[src/rtl/sd_pkg.sv]
// Shared sigma-delta constants and sizing helpers used by the modulator and the
// sinc3 decimator.
package sd_pkg;

  localparam int DEF_LOG2R = 6;
  localparam int DEF_BW    = 16;

  localparam int LOG2R_MIN = 2;
  localparam int LOG2R_MAX = 10;

  // Number of decimation events swallowed before the comb chain holds real data.
  localparam int WARM_EVENTS = 3;

  function automatic int cic_width(input int log2r);
    return 3 * log2r + 2;
  endfunction

  function automatic int out_shift(input int log2r, input int bw);
    return 3 * log2r + 1 - bw;
  endfunction

  function automatic longint sat_hi(input int bw);
    return (longint'(1) << (bw - 1)) - 1;
  endfunction

  function automatic longint sat_lo(input int bw);
    return -(longint'(1) << (bw - 1));
  endfunction

  localparam longint DEF_SAT_HI = sat_hi(DEF_BW);
  localparam longint DEF_SAT_LO = sat_lo(DEF_BW);

endpackage

[src/rtl/cic_comb.sv]
// One CIC comb stage: y = x - x_delayed, where the delay register advances only
// on enabled (decimation) cycles.
module cic_comb
  import sd_pkg::*;
#(
  parameter int W = cic_width(DEF_LOG2R)
) (
  input  logic                clk,
  input  logic                rst_n,
  input  logic                en_i,
  input  logic signed [W-1:0] x_i,
  output logic signed [W-1:0] y_o
);

  logic signed [W-1:0] dly_q;

  // NOTE: state registers use non-blocking assignments so every stage samples
  // the pre-edge value of its neighbours, which is what makes the chain pipeline.
  always_ff @(posedge clk or negedge rst_n) begin
    if (!rst_n) begin
      dly_q <= '0;
    end else if (en_i) begin
      dly_q <= x_i;
    end
  end

  assign y_o = x_i - dly_q;

endmodule

[src/rtl/sinc3_decim.sv]
// Third-order CIC decimator: 1-bit sigma-delta stream in, signed PCM out every
// R = 2**LOG2R clocks, with a three-event warm-up before dout_valid is raised.
module sinc3_decim
  import sd_pkg::*;
#(
  parameter int LOG2R = DEF_LOG2R,
  parameter int BW    = DEF_BW
) (
  input  logic                 clk,
  input  logic                 rst_n,
  input  logic                 bs_in,
  output logic signed [BW-1:0] dout,
  output logic                 dout_valid
);

  localparam int W = cic_width(LOG2R);
  localparam int S = out_shift(LOG2R, BW);

  localparam logic signed [W-1:0] SAT_HI    = W'(sat_hi(BW));
  localparam logic signed [W-1:0] SAT_LO    = W'(sat_lo(BW));
  localparam logic        [1:0]   WARM_DONE = 2'(WARM_EVENTS);

  logic signed [W-1:0] x_ext;
  logic signed [W-1:0] int1_q, int1_d;
  logic signed [W-1:0] int2_q, int2_d;
  logic signed [W-1:0] int3_q, int3_d;
  logic [LOG2R-1:0]    cnt_q, cnt_d;
  logic [1:0]          warm_q, warm_d;
  logic signed [BW-1:0] dout_q, dout_d;
  logic                valid_q, valid_d;

  logic                dec_evt;
  logic signed [W-1:0] c1, c2, c3;
  logic signed [W-1:0] scaled;
  logic signed [BW-1:0] sat_val;

  // +1 is 0...01 and -1 is 1...11, so only the upper bits depend on bs_in.
  assign x_ext   = {{(W-1){~bs_in}}, 1'b1};
  assign dec_evt = &cnt_q;

  // Integrators wrap modulo 2**W on purpose; the combs undo the wrap exactly.
  always_comb begin
    int1_d = int1_q + x_ext;
    int2_d = int2_q + int1_q;
    int3_d = int3_q + int2_q;
    cnt_d  = cnt_q + LOG2R'(1);
  end

  cic_comb #(.W(W)) u_comb1 (
    .clk   (clk),
    .rst_n (rst_n),
    .en_i  (dec_evt),
    .x_i   (int3_q),
    .y_o   (c1)
  );

  cic_comb #(.W(W)) u_comb2 (
    .clk   (clk),
    .rst_n (rst_n),
    .en_i  (dec_evt),
    .x_i   (c1),
    .y_o   (c2)
  );

  cic_comb #(.W(W)) u_comb3 (
    .clk   (clk),
    .rst_n (rst_n),
    .en_i  (dec_evt),
    .x_i   (c2),
    .y_o   (c3)
  );

  assign scaled = c3 >>> S;

  // NOTE: every variable written here gets a default first, so no path leaves
  // it unassigned and no latch is inferred.
  always_comb begin
    sat_val = scaled[BW-1:0];
    if (scaled > SAT_HI) begin
      sat_val = SAT_HI[BW-1:0];
    end else if (scaled < SAT_LO) begin
      sat_val = SAT_LO[BW-1:0];
    end
  end

  always_comb begin
    dout_d  = dout_q;
    valid_d = 1'b0;
    warm_d  = warm_q;
    if (dec_evt) begin
      dout_d  = sat_val;
      valid_d = (warm_q == WARM_DONE);
      if (warm_q != WARM_DONE) begin
        warm_d = warm_q + 2'd1;
      end
    end
  end

  always_ff @(posedge clk or negedge rst_n) begin
    if (!rst_n) begin
      int1_q  <= '0;
      int2_q  <= '0;
      int3_q  <= '0;
      cnt_q   <= '0;
      warm_q  <= '0;
      dout_q  <= '0;
      valid_q <= 1'b0;
    end else begin
      int1_q  <= int1_d;
      int2_q  <= int2_d;
      int3_q  <= int3_d;
      cnt_q   <= cnt_d;
      warm_q  <= warm_d;
      dout_q  <= dout_d;
      valid_q <= valid_d;
    end
  end

  assign dout       = dout_q;
  assign dout_valid = valid_q;

endmodule

[config.mk]
export PLATFORM = sky130hd
export DESIGN_NAME = sinc3_decim
export DESIGN_NICKNAME = d
export VERILOG_FILES = /design/src/rtl/sd_pkg.sv /design/src/rtl/cic_comb.sv /design/src/rtl/sinc3_decim.sv
export SDC_FILE = /design/constraint.sdc
export NUM_CORES = 1
export LEC_CHECK = 0
export CORE_AREA = 2 2 208 210
export CTS_CLUSTER_DIAMETER = 30
export DETAILED_ROUTE_END_ITERATION = 10
export DIE_AREA = 0 0 210 212
export HOLD_SLACK_MARGIN = 0.08
export RECOVER_POWER = 25
export SLEW_MARGIN = 20
export SYNTH_ARGS = -nofsm -noshare
export SYNTH_HDL_FRONTEND = slang
export SYNTH_HIERARCHICAL = 1
export SYNTH_SLANG_ARGS = --single-unit
[constraint.sdc]
create_clock -name clk -period 5.5 [get_ports clk]
set_input_delay 1.1 -clock clk [delete_from_list [all_inputs] [get_ports clk]]
set_output_delay 1.1 -clock clk [all_outputs]
set_load 0.02 [all_outputs]
Word-level counts from Yosys, hierarchy flattened
Cells that the tools add are included.
{"block": "op_classes", "n_addsub": 8, "n_lt_le_gt_ge": 2, "eq_ne": 2, "muxes": 3, "bitwise_logic": 1, "reduce_logical": 2}
{"operator": "20-bit subtractor", "n": 3}
{"operator": "20-bit adder", "n": 2}
{"operator": "16-bit 2-to-1 mux", "n": 2}
{"operator": "20-bit by 2-bit adder with 20-bit output", "n": 1}
{"operator": "17-bit by 16-bit greater-than comparator with 1-bit output (second input constant)", "n": 1}
{"operator": "17-bit by 16-bit < comparator with 1-bit output (second input constant)", "n": 1}
{"operator": "7-bit AND reduction", "n": 1}
{"operator": "6-bit by 1-bit adder with 6-bit output (second input constant)", "n": 1}
{"operator": "6-bit AND reduction", "n": 1}
{"operator": "2-bit by 1-bit adder with 2-bit output (second input constant)", "n": 1}
{"operator": "2-bit == test (second input constant)", "n": 1}
{"operator": "2-bit != test (second input constant)", "n": 1}
{"operator": "1-bit 2-to-1 mux", "n": 1}
{"operator": "1-bit NOT", "n": 1}
{"block": "word_totals", "regBits": 145, "in_bits": 3, "output_inout_bits": 17, "word_cells": 28}

Logic depth before layout (Yosys ltp)
Gate-level depths: netlist of the first run.
{"block": "logic_depth", "ltp_word": 6, "mapped_depth": 26, "ltp_nobuf": 25}

Hierarchy
Netlist of the first run, hierarchy kept.
{"mod": "sinc3_decim", "instances": 1, "cells_each": 542, "area_each_um2": 5602.9, "seq_area_each_um2": 2127.0}
{"mod": "cic_comb (u_comb2 ...)", "instances": 2, "cells_each": 202, "area_each_um2": 1622.8, "seq_area_each_um2": 500.5}
{"mod": "cic_comb (u_comb1)", "instances": 1, "cells_each": 202, "area_each_um2": 1637.8, "seq_area_each_um2": 500.5}

Worst setup path after synthesis of the first run
No wires, ideal clock.
{"block": "synth_timing", "kind": "register to register", "startpoint": "reg int3_q[0]", "endpoint": "reg dout_q[5] (netlist: dout[5])", "setup_time_ps": 125, "t_arrival_ps": 5043, "t_required_ps": 5375, "path_slack_ps": 333, "path_stages_with_launch": 26, "path_buffers": 1, "period_less_slack_ps": 5167, "path_cell_list": "dfrtp_1 inv_1 ha_1 fa_1 nand2b_1 a21oi_1 nor2b_1 o21ai_0 xor2_1 ha_1 nand2_1 a211oi_1 o21ai_1 o211ai_1 a31oi_1 xnor2_1 ha_1 nand2_1 or3_4 o21a_1 o211ai_2 a31oi_1 xnor2_1 clkbuf_1 maj3_1 mux2_2"}
{"block": "synth_between", "elab_chain_cells": 6, "elab_cells_between_ends": 7, "cone_classes": "add/sub: 3; order compare: 2; mux: 2"}
{"item": "start: declaration", "line": "sinc3_decim.sv:26", "rtl": "logic signed [W-1:0] int3_q, int3_d;"}
{"item": "start signal: assignment", "line": "sinc3_decim.sv:111", "rtl": "int3_q <= int3_d;"}
{"item": "20-bit subtractor (*)", "line": "cic_comb.sv:27", "rtl": "assign y_o = x_i - dly_q;"}
{"item": "net c1[8]", "line": "sinc3_decim.sv:33", "rtl": "logic signed [W-1:0] c1, c2, c3;"}
{"item": "20-bit subtractor (*)", "line": "cic_comb.sv:27"}
{"item": "net c2[13]", "line": "sinc3_decim.sv:33"}
{"item": "20-bit subtractor (*)", "line": "cic_comb.sv:27"}
{"item": "net c3[18]", "line": "sinc3_decim.sv:33"}
{"item": "17-bit by 16-bit < comparator with 1-bit output", "line": "sinc3_decim.sv:81", "rtl": "end else if (scaled < SAT_LO) begin"}
{"item": "16-bit 2-to-1 mux", "line": "sinc3_decim.sv:81"}
{"item": "16-bit 2-to-1 mux (*)", "line": "sinc3_decim.sv:79", "rtl": "if (scaled > SAT_HI) begin"}
{"item": "end signal: assignment", "line": "sinc3_decim.sv:114", "rtl": "dout_q <= dout_d;"}
{"item": "end: declaration", "line": "sinc3_decim.sv:29", "rtl": "logic signed [BW-1:0] dout_q, dout_d;"}
The timed path passes the listed nets; every way through them passes the cells marked *.
A chain may end at the register's enable or synchronous reset.

Worst setup path in the final report of the first run
{"block": "layout_timing", "startpoint": "reg int3_q[2]", "endpoint": "reg dout_q[5] (netlist: dout[5])"}
Same word-level chain as after synthesis.

==> metrics.md, run 1 <==
| Metric | Value |
|---|---|
| CP Launch Point | `int3_q[2]` |
| Post-Syn Area | `10470 sq um` |
| Final setup viols | `0` |
| Die area | `44520 sq um` |
| Max Freq | `189.9 MHz` |
| Die H | `212 um` |
| Maximum clock insertion buffer count | `2` |
| Crit-path cells | `ha_2 -> o211ai_1 -> a21oi_1 -> nand2b_4 -> nand3_1 -> nand2_1 -> xor2_2 -> ha_1 -> a21oi_1 -> nand2_1 -> o21ai_2 -> a21oi_2 -> a31oi_1 -> xnor2_1 -> ha_1 -> nand2_1 -> or3_4 -> o21a_1 -> o211ai_2 -> a31oi_1 -> xnor2_1 -> buf_12 -> maj3_1 -> mux2_2` |
| Worst Setup Path Type | `reg2reg` |
| Failing checks | `capacitance limit, slew limit` |
| WP data arrival | `5580 ps` |
| Placer Congestion | `0.7992` |
| Type of destination of the critical path | `flop` |
| Max-slew headroom | `-0.6181` |
| DRT met1 WL | `10620 um` |
| H-tree depth | `4` |
| Vias in the first global route | `7875` |
| CTS buffer count | `17` |
| Hold Path Class | `reg2reg` |
| Initial antenna violation count | `0` |
| Area of the core | `42510 sq um` |
| Wirelength per Cell | `12.24 um` |
| Crit-path slowest cell | `dfrtp_1` |
| Clock Tree Root | `clkbuf_16` |
| Avg Inst Size Synth | `9.144 sq um` |
| Placed cells | `1696` |
| Post-Syn Instances | `1145` |
| Routed wl met3 | `520 um` |
| R2r setup slk | `230 ps` |
| Yosys warns | `6` |
| Post-route cell area | `12170 sq um` |
| Initial core utilization | `0.2463` |
| Reg2reg start | `int3_q[2]` |
| Row cnt | `76` |
| Hold Fails Final Rpt | `0` |
| Worst-path maximum fanout | `15` |
| TritonCTS clock tree | `done` |
| Area grow syn2layout | `16.24%` |
| Worst R2R End | `dout[5]` |
| Layout cell share with drive strength beyond 1 | `0.1163` |
| Total Wirelength | `21210 um` |
| Fin cells | `1733` |
| Critical path depth | `24` |
| Met2 WL | `9767 um` |
| IO Port Bufs | `19` |
| Clk_lat worst skew | `430 ps` |
| CP top delay family | `adder cells` |
| Vias post-DR | `8007` |
| Syn nets | `1269` |
| Req. time, crit path | `5820 ps` |
| # diodes | `0` |
| Clock Skew | `6.354 ps` |
| Slew Limit Fails | `97` |
| Worst setup path endpoint | `dout[5]` |
| DP HPWL | `15710 um` |
| Tcrit/Tclk final | `0.9576` |
| Pre-antenna DRT Iters | `5` |
| CTS sink cnt | `145` |
| Vias per Instance | `4.620` |
| First-pass GRT wire length | `35960 um` |
| # DRC | `0` |
| Io pins | `20` |
| TNS Setup | `0 ps` |
| Max Used Layer | `met4` |
| Die X | `210 um` |
| Total gr overflow | `0` |
| Reg clk slew, reported paths | `60 ps` |
| Worst R2R Path Depth | `24` |
| Gr usage total | `0.09709` |
| CP bufs+invs | `1` |
| Min Tclk post-route | `5267 ps` |
| CP peak stage delay | `410 ps` |
| CP startpoint kind | `flop` |
| Largest net degree at the start of global routing | `113` |
| # Max-Cap Violations | `1` |
| Crit-path most repeated cell | `nand2_1` |
| Final ANT Viol Nets | `0` |
| Placed inst area | `11360 sq um` |
| Worst slew pin tran | `2427 ps` |
| Status | `finished, violations left` |
| Final Util | `0.2863` |
| Final #Nets | `1300` |
| Starting DRC count in detailed routing | `519` |
## state kept, by name, indices dropped and copies added, names as in the netlist
| register | flops |
|---|---|
| dout | 16 |
| u_comb2/dly_q | 20 |
| cnt_q | 6 |
| u_comb1/dly_q | 20 |
| warm_q | 2 |
| dout_valid | 1 |
| int3_q | 20 |
| int1_q | 20 |
| int2_q | 20 |
| u_comb3/dly_q | 20 |
## worst register-to-register path, cell delays in order, from the launching register on
cell and delay [ps]:
dfrtp_1 410, ha_2 400, o211ai_1 90, a21oi_1 240, nand2b_4 200, nand3_1 90, nand2_1 120, xor2_2 190
ha_1 320, a21oi_1 210, nand2_1 80, o21ai_2 160, a21oi_2 80, a31oi_1 200, xnor2_1 130, ha_1 390
nand2_1 70, or3_4 390, o21a_1 200, o211ai_2 80, a31oi_1 120, xnor2_1 180, buf_12 170, maj3_1 350
mux2_2 270
## layer usage
layer,track usage,vias to the layer above
met5,0,-
met4,0.03326,0
met3,0.01935,26
met2,0.1605,103
met1,0.1267,3743
li1,-,4135
## worst min-delay path by stage
stage,cells past startpoint,to,slack [ps],from
after floorplan,1,cnt_q[0],440,cnt_q[0]
after global placement,1,warm_q[0],460,warm_q[0]
after detailed placement,1,warm_q[0],470,warm_q[0]
after CTS,1,warm_q[0],480,warm_q[0]
after global routing,1,warm_q[0],500,warm_q[0]
final,1,warm_q[0],470,warm_q[0]
## layout make-up
cell class                 count  area (sq um)
timing repair inverter         1         7.507
tap                          546         683.2
inverter                      82         307.8
clock buffer                  26         519.2
fill                        4439         30340
multi-input combinational    893          6614
clock inverter                 4         72.57
sequential                   145          3628
timing repair buffer          36         337.8
## repair_timing
item	CTS	global route
hold endpoints to repair	0	0
hold buffers	0	0
setup buffers	0	6
pin swaps	0	19
resized for setup	1	45
endpoints found under the setup margin	15	15
gates cloned	0	1
## through the flow
step	setup WS, ps	hold slack [ps]
global placement	112.9	462.5
global route	-34.66	499.0
floorplan	332.6	441.7
detailed placement	-13.67	467.5
finish	232.9	471.4
CTS	43.03	478.7
## placed cells by master, fill, tap and decap left out, types with 9 or more instances in the layout
master / count
a211oi_1: 17
a21o_1: 19
a21oi_1: 83
a21oi_2: 20
a31oi_1: 15
buf_4: 14
clkbuf_16: 17
clkdlybuf4s50_1: 18
dfrtp_1: 145
ha_1: 109
inv_1: 81
maj3_1: 15
mux2_2: 24
nand2_1: 131
nand2b_1: 18
nand3_1: 22
nor2_1: 47
nor2b_1: 9
nor3_1: 21
o211ai_1: 17
o21ai_0: 85
o21ai_1: 14
xnor2_1: 65
xor2_1: 38
Power of run 1 is left out: the tool's default activity adds up to more than one toggle a clock period on the data nets, which glitch-free logic cannot reach.
==> run 2: changes to the inputs <==
--- a/config.mk
+++ b/config.mk
@@ -5,14 +5,13 @@
 export SDC_FILE = /design/constraint.sdc
 export NUM_CORES = 1
 export LEC_CHECK = 0
-export CORE_AREA = 2 2 208 210
+export CORE_AREA = 2 2 202 204
 export CTS_CLUSTER_DIAMETER = 30
 export DETAILED_ROUTE_END_ITERATION = 10
-export DIE_AREA = 0 0 210 212
+export DIE_AREA = 0 0 204 206
 export HOLD_SLACK_MARGIN = 0.08
 export RECOVER_POWER = 25
 export SLEW_MARGIN = 20
 export SYNTH_ARGS = -nofsm -noshare
 export SYNTH_HDL_FRONTEND = slang
-export SYNTH_HIERARCHICAL = 1
 export SYNTH_SLANG_ARGS = --single-unit
==> metrics.md, run 2 <==
| Metric | Value |
|---|---|
| Die area | `42020 sq um (-5.6%)` |
| Crit-path slowest cell | `o41a_4` |
| Gr usage total | `0.09642 (-0.0006706)` |
| Top cells by area, synth | `dfrtp_1, ha_1, xnor2_1` |
| Initial core utilization | `0.2451 (-0.001209)` |
| TritonCTS clock tree | `done` |
| CP startpoint kind | `flop` |
| Top_reg_cell synth | `dfrtp_1` |
| Final ANT Viol Nets | `0 (unchanged)` |
| Row cnt | `74 (-2.6%)` |
| Number of synthesized flops with an enable pin | `0` |
| # diodes | `0 (unchanged)` |
| Min-delay src | `cnt_q[0]` |
| Avg Inst Size Synth | `9.398 sq um (+2.8%)` |
| Tcrit/Tclk final | `1.060 (+0.1019)` |
| Total gr overflow | `0 (unchanged)` |
| Clk_lat worst skew | `430 ps (about the same)` |
| Type of destination of the critical path | `flop` |
| CTS sink cnt | `145 (unchanged)` |
| Starting DRC count in detailed routing | `252 (-51%)` |
| CTS buffer count | `17 (unchanged)` |
| RSZ-0062 raised after global routing | `yes` |
| Yosys cell types | `69` |
| Syn nets | `1170 (-7.8%)` |
| Reg2reg start | `int3_q[0]` |
| Crit-path most repeated cell | `a21oi_2` |
| Worst-path maximum fanout | `8 (-7)` |
| Yosys warns | `0 (-6)` |
| Hold Fails Final Rpt | `0 (unchanged)` |
| Most common cell after layout, fill and taps aside | `dfrtp_1` |
| Wirelength per Cell | `11.23 um (-8.3%)` |
| Initial antenna violation count | `0 (unchanged)` |
| Post-Syn Area | `9849 sq um (-5.9%)` |
| Layout cell share with drive strength beyond 1 | `0.1772 (+0.06091)` |
| First-pass GRT wire length | `33870 um (-5.8%)` |
| IO Port Bufs | `19 (unchanged)` |
| Final worst slack | `-327.7 ps (-560.6 ps)` |
| Top-area cell type share of the netlist area | `0.3684` |
| Placer Congestion | `0.8018 (+0.33%)` |
| Slew Limit Fails | `48 (-51%)` |
| Status | `finished, violations left` |
| Io pins | `20 (unchanged)` |
| R2r setup slk | `-330 ps (-560 ps)` |
| H-tree depth | `4 (unchanged)` |
| # DRC | `0 (unchanged)` |
| Pre-antenna DRT Iters | `5 (unchanged)` |
| Vias in the first global route | `7520 (-4.5%)` |
| Top cells by count, synth | `dfrtp_1, ha_1, nand2_1` |
| Area leader, netlist | `dfrtp_1` |
| WHS Endpoint | `cnt_q[0]` |
| Synth async-reset ratio | `1.000` |
| Fin cells | `1706 (-1.6%)` |
| Max-slew headroom | `-0.7871 (-0.1690)` |
| TNS Setup | `-4086 ps (-4086 ps)` |
| Vias post-DR | `7520 (-6.1%)` |
| Maximum clock insertion buffer count | `2 (unchanged)` |
| Hold_buf cts | `0 (unchanged)` |
| Vias per Instance | `4.408 (-4.6%)` |
| Post-synthesis sequential element count | `145` |
| Req. time, crit path | `5830 ps (about the same)` |
| Failing checks | `capacitance limit, slew limit, setup timing` |
| Worst Setup Path Type | `reg2reg` |
| Reg clk slew, reported paths | `70 ps (about the same)` |
| Worst R2R Path Depth | `29 (+21%)` |
| Clock Tree Root | `clkbuf_16` |
| Sequential fraction of the synthesis area | `0.3684` |
| Final Util | `0.3040 (+0.01764)` |
| Largest net degree at the start of global routing | `68 (-40%)` |
| Area of the core | `40180 sq um (-5.5%)` |
| Most frequent cells in the layout | `dfrtp_1, ha_1, nand2_1` |
| WHS Path Cells | `1 (unchanged)` |
| Final setup viols | `16 (+16)` |
| Max Freq | `171.6 MHz (-9.6%)` |
| Final #Nets | `1283 (-1.3%)` |
| WP data arrival | `6160 ps (+580 ps)` |
| Die X | `204 um (-2.9%)` |
| Worst slew pin tran | `2681 ps (+253.5 ps)` |
| Min Tclk post-route | `5828 ps (+560.6 ps)` |
| Die H | `206 um (-2.8%)` |
| Hold Path Class | `reg2reg` |
| CP peak stage delay | `530 ps (+120 ps)` |
| Worst slack at placement | `-467.5 ps (-453.8 ps)` |
| Worst R2R End | `dout[11]` |
| Clock Skew | `11.95 ps (+5.600 ps)` |
| Placed cells | `1657 (-2.3%)` |
| Area grow syn2layout | `24.01%` |
| Post-Syn Instances | `1048 (-8.5%)` |
| DP HPWL | `14170 um (-9.8%)` |
| # Max-Cap Violations | `1 (unchanged)` |
| Total Wirelength | `19160 um (-9.7%)` |
| Most frequent cell after synthesis | `dfrtp_1` |
==> run 2: cell count changes in the layout (fill, tap and decap cells not counted), moves of 14 or more <==
cell      delta
buf_4       +74
a21oi_1     -34
nand2_1     -33
nor2_1      +24
o21a_1      +20
mux2_2      -17
maj3_1      -15
o211ai_1    -14
xor2_1      -14
==> run 2: through the flow <==
step / cell area [sq um] / hold WS (ps)
6_report: 12210 / 462.9
5_1_grt: 12210 / 481.7
4_1_cts: 12100 / 470.1
3_5_place_dp: 11290 / 457.9
3_3_place_gp: 11290 / 456.2
2_1_floorplan: 9887 / 434.7
==> run 2: what timing repair did <==
action,CTS,global route
setup buffers,11,6
cloned,1,0
setup endpoints to repair,16,16
resized for setup,21,18
pin swaps,11,5
==> run 2: kinds of logic after synthesis <==
group,synth area share
compound gates,0.2048
simple gates,0.1264
flops,0.3684
fa+ha+maj,0.1550
buf+inv,0.04357
xor+xnor,0.09388
mux,0.008003
==> run 2: worst max-delay path by stage <==
stage | startpoint | to | slack [ps] | cells after the start
3_3_place_gp | int3_q[0] | dout[8] | -390 | 29
4_1_cts | int3_q[0] | dout[8] | -310 | 30
5_1_grt | int3_q[0] | dout[10] | -700 | 29
3_5_place_dp | int3_q[0] | dout[8] | -470 | 29
6_report | int3_q[0] | dout[11] | -330 | 29
2_1_floorplan | int3_q[0] | dout[10] | -140 | 29
==> run 2: critical path: cells and delay by family (launching register included) <==
kind / cells / cell delay [ps]
AOI/OAI and AO/OA: 13 / 2960
adders and majority gates: 4 / 880
xor gates and xnor gates: 4 / 680
buffers and inverters: 4 / 420
and+or+nand+nor: 4 / 420
DFF: 1 / 380
==> run 2: final cells by class <==
cell class | count | area, sq um
inverter | 91 | 341.6
tap | 532 | 665.6
timing repair buffer | 113 | 955.9
clock inverter | 13 | 127.6
fill | 4165 | 27970
multi-input combinational | 793 | 6052
clock buffer | 19 | 442.9
sequential | 145 | 3628
==> run 2: routing by layer <==
layer	global-route usage	share of wire	up-vias
met5	0	0	-
met4	0.03080	0.011	0
met3	0.01908	0.021	20
met2	0.1624	0.47	57
met1	0.1240	0.50	3533
li1	-	-	3910
Power of run 2 is left out for the same reason.
==> run 3: changes to the inputs <==
--- a/config.mk
+++ b/config.mk
@@ -9,7 +9,9 @@
 export CTS_CLUSTER_DIAMETER = 30
 export DETAILED_ROUTE_END_ITERATION = 10
 export DIE_AREA = 0 0 204 206
+export DONT_BUFFER_PORTS = 1
 export HOLD_SLACK_MARGIN = 0.08
+export MAX_ROUTING_LAYER = met4
 export RECOVER_POWER = 25
 export SLEW_MARGIN = 20
 export SYNTH_ARGS = -nofsm -noshare
==> metrics.md, run 3 (synthesis results as in run 2) <==
| Metric | Value |
|---|---|
| Clock Skew | `14.26 ps (+2.302 ps)` |
| Row cnt | `74 (unchanged)` |
| Crit-path slowest cell | `o41a_4` |
| # DRC | `0 (unchanged)` |
| Reg clk slew, reported paths | `70 ps (about the same)` |
| Area of the core | `40180 sq um (unchanged)` |
| Req. time, crit path | `5830 ps (about the same)` |
| First-pass GRT wire length | `34350 um (+1.4%)` |
| Gr usage total | `0.1009 (+0.004443)` |
| Placer Congestion | `0.7794 (-2.8%)` |
| Die area | `42020 sq um (unchanged)` |
| Hold_buf cts | `0 (unchanged)` |
| Tcrit/Tclk final | `1.045 (-0.01474)` |
| CP startpoint kind | `flop` |
| Vias in the first global route | `7529 (+0.12%)` |
| Pre-antenna DRT Iters | `4 (-1)` |
| Wirelength per Cell | `11.55 um (+2.9%)` |
| Slew Limit Fails | `0 (-100%)` |
| # diodes | `0 (unchanged)` |
| Area grow syn2layout | `24.16%` |
| Hold Fails Final Rpt | `0 (unchanged)` |
| Layout cell share with drive strength beyond 1 | `0.2058 (+0.02863)` |
| Final setup viols | `16 (unchanged)` |
| H-tree depth | `4 (unchanged)` |
| Initial core utilization | `0.2451 (unchanged)` |
| Largest net degree at the start of global routing | `146 (+110%)` |
| Vias post-DR | `7507 (-0.17%)` |
| # Max-Cap Violations | `0 (-1)` |
| Worst slew pin tran | `750.1 ps (-1931 ps)` |
| Failing checks | `setup timing` |
| Max Freq | `174.0 MHz (+1.4%)` |
| WP data arrival | `6080 ps (-80 ps)` |
| Final #Nets | `1280 (-0.23%)` |
| IO Port Bufs | `0 (-19)` |
| CTS buffer count | `17 (unchanged)` |
| CP peak stage delay | `530 ps (about the same)` |
| Most common cell after layout, fill and taps aside | `dfrtp_1` |
| Maximum clock insertion buffer count | `2 (unchanged)` |
| Crit-path most repeated cell | `a21oi_2` |
| DP HPWL | `13890 um (-2.0%)` |
| Total gr overflow | `0 (unchanged)` |
| Die X | `204 um (unchanged)` |
| Final worst slack | `-246.6 ps (+81.09 ps)` |
| CTS sink cnt | `145 (unchanged)` |
| Die H | `206 um (unchanged)` |
| Starting DRC count in detailed routing | `329 (+31%)` |
| Worst slack at placement | `-498.1 ps (-30.60 ps)` |
| Status | `finished, violations left` |
| RSZ-0062 raised after global routing | `yes` |
| Min Tclk post-route | `5747 ps (-81.09 ps)` |
| Type of destination of the critical path | `flop` |
| TritonCTS clock tree | `done` |
| Max-slew headroom | `0.4934 (+1.281)` |
| Clock Tree Root | `clkbuf_16` |
| Hold Path Class | `in2async` |
| Initial antenna violation count | `0 (unchanged)` |
| Vias per Instance | `4.408 (about the same)` |
| Final ANT Viol Nets | `0 (unchanged)` |
| Total Wirelength | `19680 um (+2.7%)` |
| Clk_lat worst skew | `430 ps (about the same)` |
| Most frequent cells in the layout | `dfrtp_1, ha_1, nand2_1` |
| Io pins | `20 (unchanged)` |
| Worst-path maximum fanout | `7 (-1)` |
| Worst Setup Path Type | `reg2reg` |
==> run 3: cell count changes in the layout (fill, tap and decap cells not counted), sizes merged <==
cell | previous run | this run
bufinv | 1 | 0
clkinv | 5 | 2
clkbuf | 20 | 19
nor2 | 72 | 73
clkinvlp | 3 | 7
clkdlybuf4s50 | 18 | 0
buf | 94 | 109
==> run 3: area by class of cell <==
cell class,count,area [sq um]
inverter,91,341.6
multi-input combinational,794,6125
tap,532,665.6
fill,4125,27950
sequential,145,3628
timing repair buffer,109,912.1
clock inverter,13,103.9
clock buffer,19,452.9
==> run 3: critical path, delay by kind of cell, from the launching register on <==
| family | cells | cell delay (ps) |
|---|---|---|
| simple gates | 3 | 360 |
| xor+xnor | 4 | 630 |
| buf+inv | 4 | 420 |
| fa+ha+maj | 4 | 900 |
| compound gates | 14 | 2940 |
| flops | 1 | 390 |
==> run 3: timing repair <==
| action | in CTS | in global routing |
|---|---|---|
| gates resized for setup | 35 | 34 |
| pin swaps | 13 | 22 |
| endpoints found under the setup margin | 16 | 17 |
| gates cloned | 1 | 0 |
| setup buffers | 31 | 11 |
| hold endpoints to repair | 0 | 0 |
==> run 3: stage by stage <==
stage                     instances  hold WS (ps)  setup TNS (ps)  utilization  instance area [sq um]
after global placement         1635         455.0           -5535       0.2753                  11060
after global routing           1703         339.7           -8220       0.3043                  12230
after CTS                      1698         347.0           -3743       0.2988                  12010
after detailed placement       1635         460.4           -7085       0.2753                  11060
final                          1703         362.9           -3187       0.3043                  12230
after floorplan                1048         434.7           -1654            -                   9887
==> run 3: worst paths after layout <==
path | cells after the start | slack (ps) | to | start
hold / removal | 0 | 360 | cnt_q[5] | rst_n
hold reg to reg | 1 | 480 | cnt_q[0] | cnt_q[0]
setup / recovery | 29 | -250 | dout[12] | int3_q[0]
min in group clk | 1 | 480 | cnt_q[0] | cnt_q[0]
setup reg to reg | 29 | -250 | dout[12] | int3_q[0]
max in group asynchronous | 0 | 4910 | u_comb2.dly_q[18] | rst_n
==> run 3: metal layers <==
| layer | track usage | wire length, um | vias up |
|---|---|---|---|
| met4 | 0.03313 | 310 | 0 |
| met2 | 0.1725 | 9407 | 69 |
| li1 | - | - | 3909 |
| met1 | 0.1209 | 9530 | 3508 |
| met5 | - | 0 | - |
| met3 | 0.01687 | 427 | 21 |
Power of run 3 is left out for the same reason.
